### src/rtl/decode_stage.sv
// RV32/64 base-ISA decode stage: decodes each accepted instruction word into
// its fields and buffers the results in a small FIFO with ready/valid flow control.
module decode_stage #(
    parameter int unsigned XLEN  = 32,
    parameter int unsigned DEPTH = 2,
    parameter int unsigned CNT_W = 16
) (
    input  logic             clk,
    input  logic             rst_n,
    input  logic             flush,
    input  logic             in_valid,
    output logic             in_ready,
    input  logic [31:0]      in_instr,
    input  logic [XLEN-1:0]  in_pc,
    output logic             out_valid,
    input  logic             out_ready,
    output logic [6:0]       out_opcode,
    output logic [4:0]       out_rd,
    output logic [4:0]       out_rs1,
    output logic [4:0]       out_rs2,
    output logic [2:0]       out_funct3,
    output logic [6:0]       out_funct7,
    output logic [XLEN-1:0]  out_imm,
    output logic [2:0]       out_fmt,
    output logic             out_illegal,
    output logic [XLEN-1:0]  out_pc,
    output logic [CNT_W-1:0] illegal_count
);
    localparam int unsigned PTR_W = $clog2(DEPTH);

    typedef enum logic [2:0] {
        FMT_R   = 3'd0,
        FMT_I   = 3'd1,
        FMT_S   = 3'd2,
        FMT_B   = 3'd3,
        FMT_U   = 3'd4,
        FMT_J   = 3'd5,
        FMT_ILL = 3'd7
    } fmt_e;

    typedef struct packed {
        logic [6:0]      opcode;
        logic [4:0]      rd;
        logic [4:0]      rs1;
        logic [4:0]      rs2;
        logic [2:0]      funct3;
        logic [6:0]      funct7;
        logic [XLEN-1:0] imm;
        fmt_e            fmt;
        logic            illegal;
        logic [XLEN-1:0] pc;
    } entry_t;

    entry_t           mem_q [DEPTH];
    entry_t           mem_d [DEPTH];
    logic [PTR_W-1:0] wr_ptr_q, wr_ptr_d;
    logic [PTR_W-1:0] rd_ptr_q, rd_ptr_d;
    logic [PTR_W:0]   occ_q, occ_d;
    logic [CNT_W-1:0] ill_cnt_q, ill_cnt_d;

    entry_t      dec;
    entry_t      head;
    logic [31:0] imm32;
    logic        push;
    logic        pop;

    always_comb begin
        dec        = '0;
        imm32      = '0;
        dec.opcode = in_instr[6:0];
        dec.pc     = in_pc;
        dec.fmt    = FMT_ILL;
        if (in_instr[1:0] == 2'b11) begin
            case (in_instr[6:0])
                7'b0000011, 7'b0010011,
                7'b1100111, 7'b1110011: dec.fmt = FMT_I;
                7'b0110011:             dec.fmt = FMT_R;
                7'b0100011:             dec.fmt = FMT_S;
                7'b1100011:             dec.fmt = FMT_B;
                7'b0110111, 7'b0010111: dec.fmt = FMT_U;
                7'b1101111:             dec.fmt = FMT_J;
                default:                dec.fmt = FMT_ILL;
            endcase
        end
        dec.illegal = (dec.fmt == FMT_ILL);
        // Only the fields a format defines are copied; the rest stay zero.
        case (dec.fmt)
            FMT_R: begin
                dec.rd     = in_instr[11:7];
                dec.rs1    = in_instr[19:15];
                dec.rs2    = in_instr[24:20];
                dec.funct3 = in_instr[14:12];
                dec.funct7 = in_instr[31:25];
            end
            FMT_I: begin
                dec.rd     = in_instr[11:7];
                dec.rs1    = in_instr[19:15];
                dec.funct3 = in_instr[14:12];
                imm32      = {{20{in_instr[31]}}, in_instr[31:20]};
            end
            FMT_S: begin
                dec.rs1    = in_instr[19:15];
                dec.rs2    = in_instr[24:20];
                dec.funct3 = in_instr[14:12];
                imm32      = {{20{in_instr[31]}}, in_instr[31:25], in_instr[11:7]};
            end
            FMT_B: begin
                dec.rs1    = in_instr[19:15];
                dec.rs2    = in_instr[24:20];
                dec.funct3 = in_instr[14:12];
                imm32      = {{19{in_instr[31]}}, in_instr[31], in_instr[7],
                              in_instr[30:25], in_instr[11:8], 1'b0};
            end
            FMT_U: begin
                dec.rd     = in_instr[11:7];
                imm32      = {in_instr[31:12], 12'b0};
            end
            FMT_J: begin
                dec.rd     = in_instr[11:7];
                imm32      = {{11{in_instr[31]}}, in_instr[31], in_instr[19:12],
                              in_instr[20], in_instr[30:21], 1'b0};
            end
            default: ;
        endcase
        dec.imm = XLEN'($signed(imm32));
    end

    assign in_ready  = rst_n && (occ_q < (PTR_W+1)'(DEPTH));
    assign out_valid = (occ_q != '0);
    assign push      = in_valid && in_ready && !flush;
    assign pop       = out_valid && out_ready && !flush;

    always_comb begin
        mem_d     = mem_q;
        wr_ptr_d  = wr_ptr_q;
        rd_ptr_d  = rd_ptr_q;
        occ_d     = occ_q;
        ill_cnt_d = ill_cnt_q;
        if (flush) begin
            wr_ptr_d = '0;
            rd_ptr_d = '0;
            occ_d    = '0;
        end else begin
            if (push) begin
                mem_d[wr_ptr_q] = dec;
                wr_ptr_d        = wr_ptr_q + PTR_W'(1);
            end
            if (pop) begin
                rd_ptr_d = rd_ptr_q + PTR_W'(1);
            end
            occ_d = occ_q + (PTR_W+1)'(push) - (PTR_W+1)'(pop);
        end
        if (push && dec.illegal && (ill_cnt_q != '1)) begin
            ill_cnt_d = ill_cnt_q + CNT_W'(1);
        end
    end

    always_ff @(posedge clk or negedge rst_n) begin
        if (!rst_n) begin
            wr_ptr_q  <= '0;
            rd_ptr_q  <= '0;
            occ_q     <= '0;
            ill_cnt_q <= '0;
        end else begin
            wr_ptr_q  <= wr_ptr_d;
            rd_ptr_q  <= rd_ptr_d;
            occ_q     <= occ_d;
            ill_cnt_q <= ill_cnt_d;
        end
    end

    // Storage is qualified by occupancy, so it needs no reset.
    always_ff @(posedge clk) begin
        mem_q <= mem_d;
    end

    assign head          = mem_q[rd_ptr_q];
    assign out_opcode    = head.opcode;
    assign out_rd        = head.rd;
    assign out_rs1       = head.rs1;
    assign out_rs2       = head.rs2;
    assign out_funct3    = head.funct3;
    assign out_funct7    = head.funct7;
    assign out_imm       = head.imm;
    assign out_fmt       = head.fmt;
    assign out_illegal   = head.illegal;
    assign out_pc        = head.pc;
    assign illegal_count = ill_cnt_q;

endmodule

### config.mk
export PLATFORM = sky130hd
export DESIGN_NAME = decode_stage
export DESIGN_NICKNAME = d
export VERILOG_FILES = /design/src/rtl/decode_stage.sv
export SDC_FILE = /design/constraint.sdc
export NUM_CORES = 1
export LEC_CHECK = 0
export CORE_MARGIN = 5
export CORE_UTILIZATION = 37
export CTS_BUF_LIST = sky130_fd_sc_hd__clkbuf_2 sky130_fd_sc_hd__clkbuf_4 sky130_fd_sc_hd__clkbuf_8
export CTS_CLUSTER_SIZE = 14
export DETAILED_ROUTE_END_ITERATION = 10
export GPL_ROUTABILITY_DRIVEN = 0
export GPL_TIMING_DRIVEN = 0
export HOLD_SLACK_MARGIN = 0.05
export RECOVER_POWER = 50
export REMOVE_ABC_BUFFERS = 1
export SETUP_SLACK_MARGIN = 0.5
export SYNTH_ARGS = -nofsm -noshare
export SYNTH_HDL_FRONTEND = slang
export SYNTH_SLANG_ARGS = --single-unit
### constraint.sdc
create_clock -name clk -period 11.06 [get_ports clk]
set_input_delay 1.659 -clock clk [delete_from_list [all_inputs] [get_ports clk]]
set_output_delay 1.659 -clock clk [all_outputs]
set_load 0.005 [all_outputs]
==> results.json <==
{
  "status": "finished with violations",
  "violations": "capacitance limit, slew limit",
  "clkLatencyLatePin_ps": 510,
  "die_w_um": 167,
  "drv_cap": 1,
  "num_rows": 57,
  "hp-start": "illegal_count[8]",
  "antenna_found_initial": 4,
  "syn_avg_cell_area_um2": 17.2,
  "period_minus_slack_ps": 5640,
  "rsz0062_at_grt": "false",
  "synth.ff_latch_count": 220,
  "grt_pass1_vias": 5753,
  "fp.dieH_um": 167,
  "grt_util_met1_pct": 19.0,
  "hold_class": "flip-flop to flip-flop",
  "cts-hold-fix-buffers": 0,
  "top_usage_layer": "met2",
  "max_slew.worst_pin.slew_ps": 1880,
  "startpoint": "rst_n",
  "critical_path_class": "primary input to flip-flop",
  "clk_pin_slew_ps": 50,
  "drive_above_1_share_pct": 23.8,
  "post_dp_cell_area_mm2": 0.0115,
  "slew_viol_final": 12,
  "p_leak_nw": 4.25,
  "synth_area_leader_cell": "edfxtp_1",
  "grtUsageTotal_pct": 14.4,
  "netlist_top_cells_count": "edfxtp_1, mux2_2, and2_1",
  "grt_pass1_wl_um": 32000,
  "root_buffer": "clkbuf_8",
  "drt-total-wl_um": 20600,
  "crit_arrival_ps": 5830,
  "max_freq_mhz": 177,
  "cts_tree": "done",
  "yosysMostFrequentCell": "edfxtp_1",
  "postLayoutSetupSlackWorst_ps": 5420,
  "ys.flop_type": "edfxtp_1",
  "htreeDepth": 2,
  "wl_per_cell_um": 18.7,
  "async_flop_share_pct": 9.09,
  "relSlewSlack_pct": -26.3,
  "grtUsageMet3_pct": 4.46,
  "place_ws_ps": 5710,
  "antenna_left": 0,
  "clockBufferDepth": 3,
  "cts_resized": 0,
  "syn_to_final_growth_pct": 33.6,
  "grtUsageMet2_pct": 23.2,
  "drc": 0,
  "hold_viol": 0,
  "setup_viol": 0,
  "grt_max_degree": 52,
  "drt-pass1-iter-count": 4,
  "synth_warnings": 0,
  "cp_max_fo": 27,
  "synthTopCellsByArea": "edfxtp_1, mux2_2, dfrtp_1",
  "io_buffers": 186,
  "drtIter0Drc": 236,
  "powerDensity_mw_per_mm2": 158,
  "synth_top_area_share_pct": 66.2,
  "r2r_start": "occ_q[1]",
  "critPathLaunchType": "primary input",
  "synth_cell_type_count": 57,
  "die-area_mm2": 0.0278,
  "yosysSeqAreaShare_pct": 71.7,
  "dr_total_vias": 5375,
  "finalSetupTns_ps": 0,
  "clock_sink_count": 220,
  "nets": 818,
  "synth_area_mm2": 0.00908,
  "syn-instance-count": 529,
  "postCtsSetupRepairBufs": 0,
  "final_area_mm2": 0.0121,
  "crit_required_ps": 11250,
  "cp-end-kind": "flip-flop",
  "coreArea_mm2": 0.0242,
  "skew_ps": 14.2,
  "fillers": 2102,
  "r2r_slack_ps": 7430,
  "grt-ovfl-total": 0,
  "synth-edff-count": 200,
  "dpl.hpwl_um": 13900,
  "start_util_pct": 37.4,
  "irDropWorstVdd_uv": 110,
  "cts_buffers": 40,
  "ioPinCount": 187,
  "fin_crit_sh_pct": 51.0,
  "viasPerCell": 4.87
}
==> path summary, 6_finish.rpt <==
kind                                    end  cells after the start
max                               mem_q[93]                      6
min                        illegal_count[8]                      1
max reg2reg                       mem_q[93]                      5
min reg2reg                illegal_count[8]                      1
max in group asynchronous          rd_ptr_q                      1
min in group asynchronous          wr_ptr_q                      1
==> per-layer routing <==
metal | vias to the layer above | routed length (um)
li1 | 2481 | -
met1 | 2658 | 9060
met2 | 186 | 9730
met3 | 44 | 1350
met4 | 6 | 436
met5 | - | 34
==> layout make-up <==
class | instances | area (um^2) | share of cell area [%]
sequential | 220 | 6510 | 53.7
multi-input combinational | 278 | 2370 | 19.5
timing repair buffer | 196 | 2040 | 16.8
clock buffer | 59 | 706 | 5.82
tap | 324 | 405 | 3.34
clock inverter | 15 | 66.3 | 0.547
inverter | 10 | 37.5 | 0.309
antenna | 1 | 2.50 | 0.0206
==> cell families (layout without fill, tap and decap cells) <==
| logic type | Yosys count | in the layout | synth area share, % |
|---|---|---|---|
| compound gates | 47 | 47 | 4.18 |
| fa+ha+maj | 3 | 3 | 0.413 |
| xor+xnor | 18 | 18 | 1.74 |
| buf+inv | 31 | 280 | 1.75 |
| flops | 220 | 220 | 71.7 |
| mux | 102 | 102 | 12.6 |
| simple gates | 108 | 108 | 7.62 |
| other cells | 0 | 1 | 0 |
==> layout by cell type, fill, tap and decap left out, drive strengths merged, types with 12 or more instances in the layout <==
cell type / n
a21o: 18
and2: 34
clkbuf: 62
clkdlybuf4s50: 128
clkinv: 13
dfrtp: 20
dlygate4sd3: 58
edfxtp: 200
mux2: 101
nand2: 17
xnor2: 12
==> registers in the layout, summed over array words and instances (netlist names) <==
name           cells
mem_q            200
illegal_count     16
occ_q              2
rd_ptr_q           1
wr_ptr_q           1
==> worst max-delay path, stage by stage <==
cell           delay [ps]
dlygate4sd3_1        1170
nor2b_1               300
nand3b_1              250
nor2_1               1030
clkbuf_1             1100
buf_12                300
==> metrics by stage <==
step	std cells	util, %	power, mW	hold slack (ps)
global placement	1018	46.3	1.23	502
floorplan	508	-	1.08	497
finish	1103	50.0	1.92	517
global route	1103	50.0	2.02	538
detailed placement	1028	47.3	1.23	509
CTS	1102	50.4	1.96	523
==> report_power, final <==
group,switching (mW),internal (mW),total [mW]
clock,0.317,0.408,0.726
sequential,0.0295,0.935,0.965
combinational,0.0901,0.142,0.232
total,0.437,1.49,1.92
No activity file was read; power rests on OpenSTA's default activity.
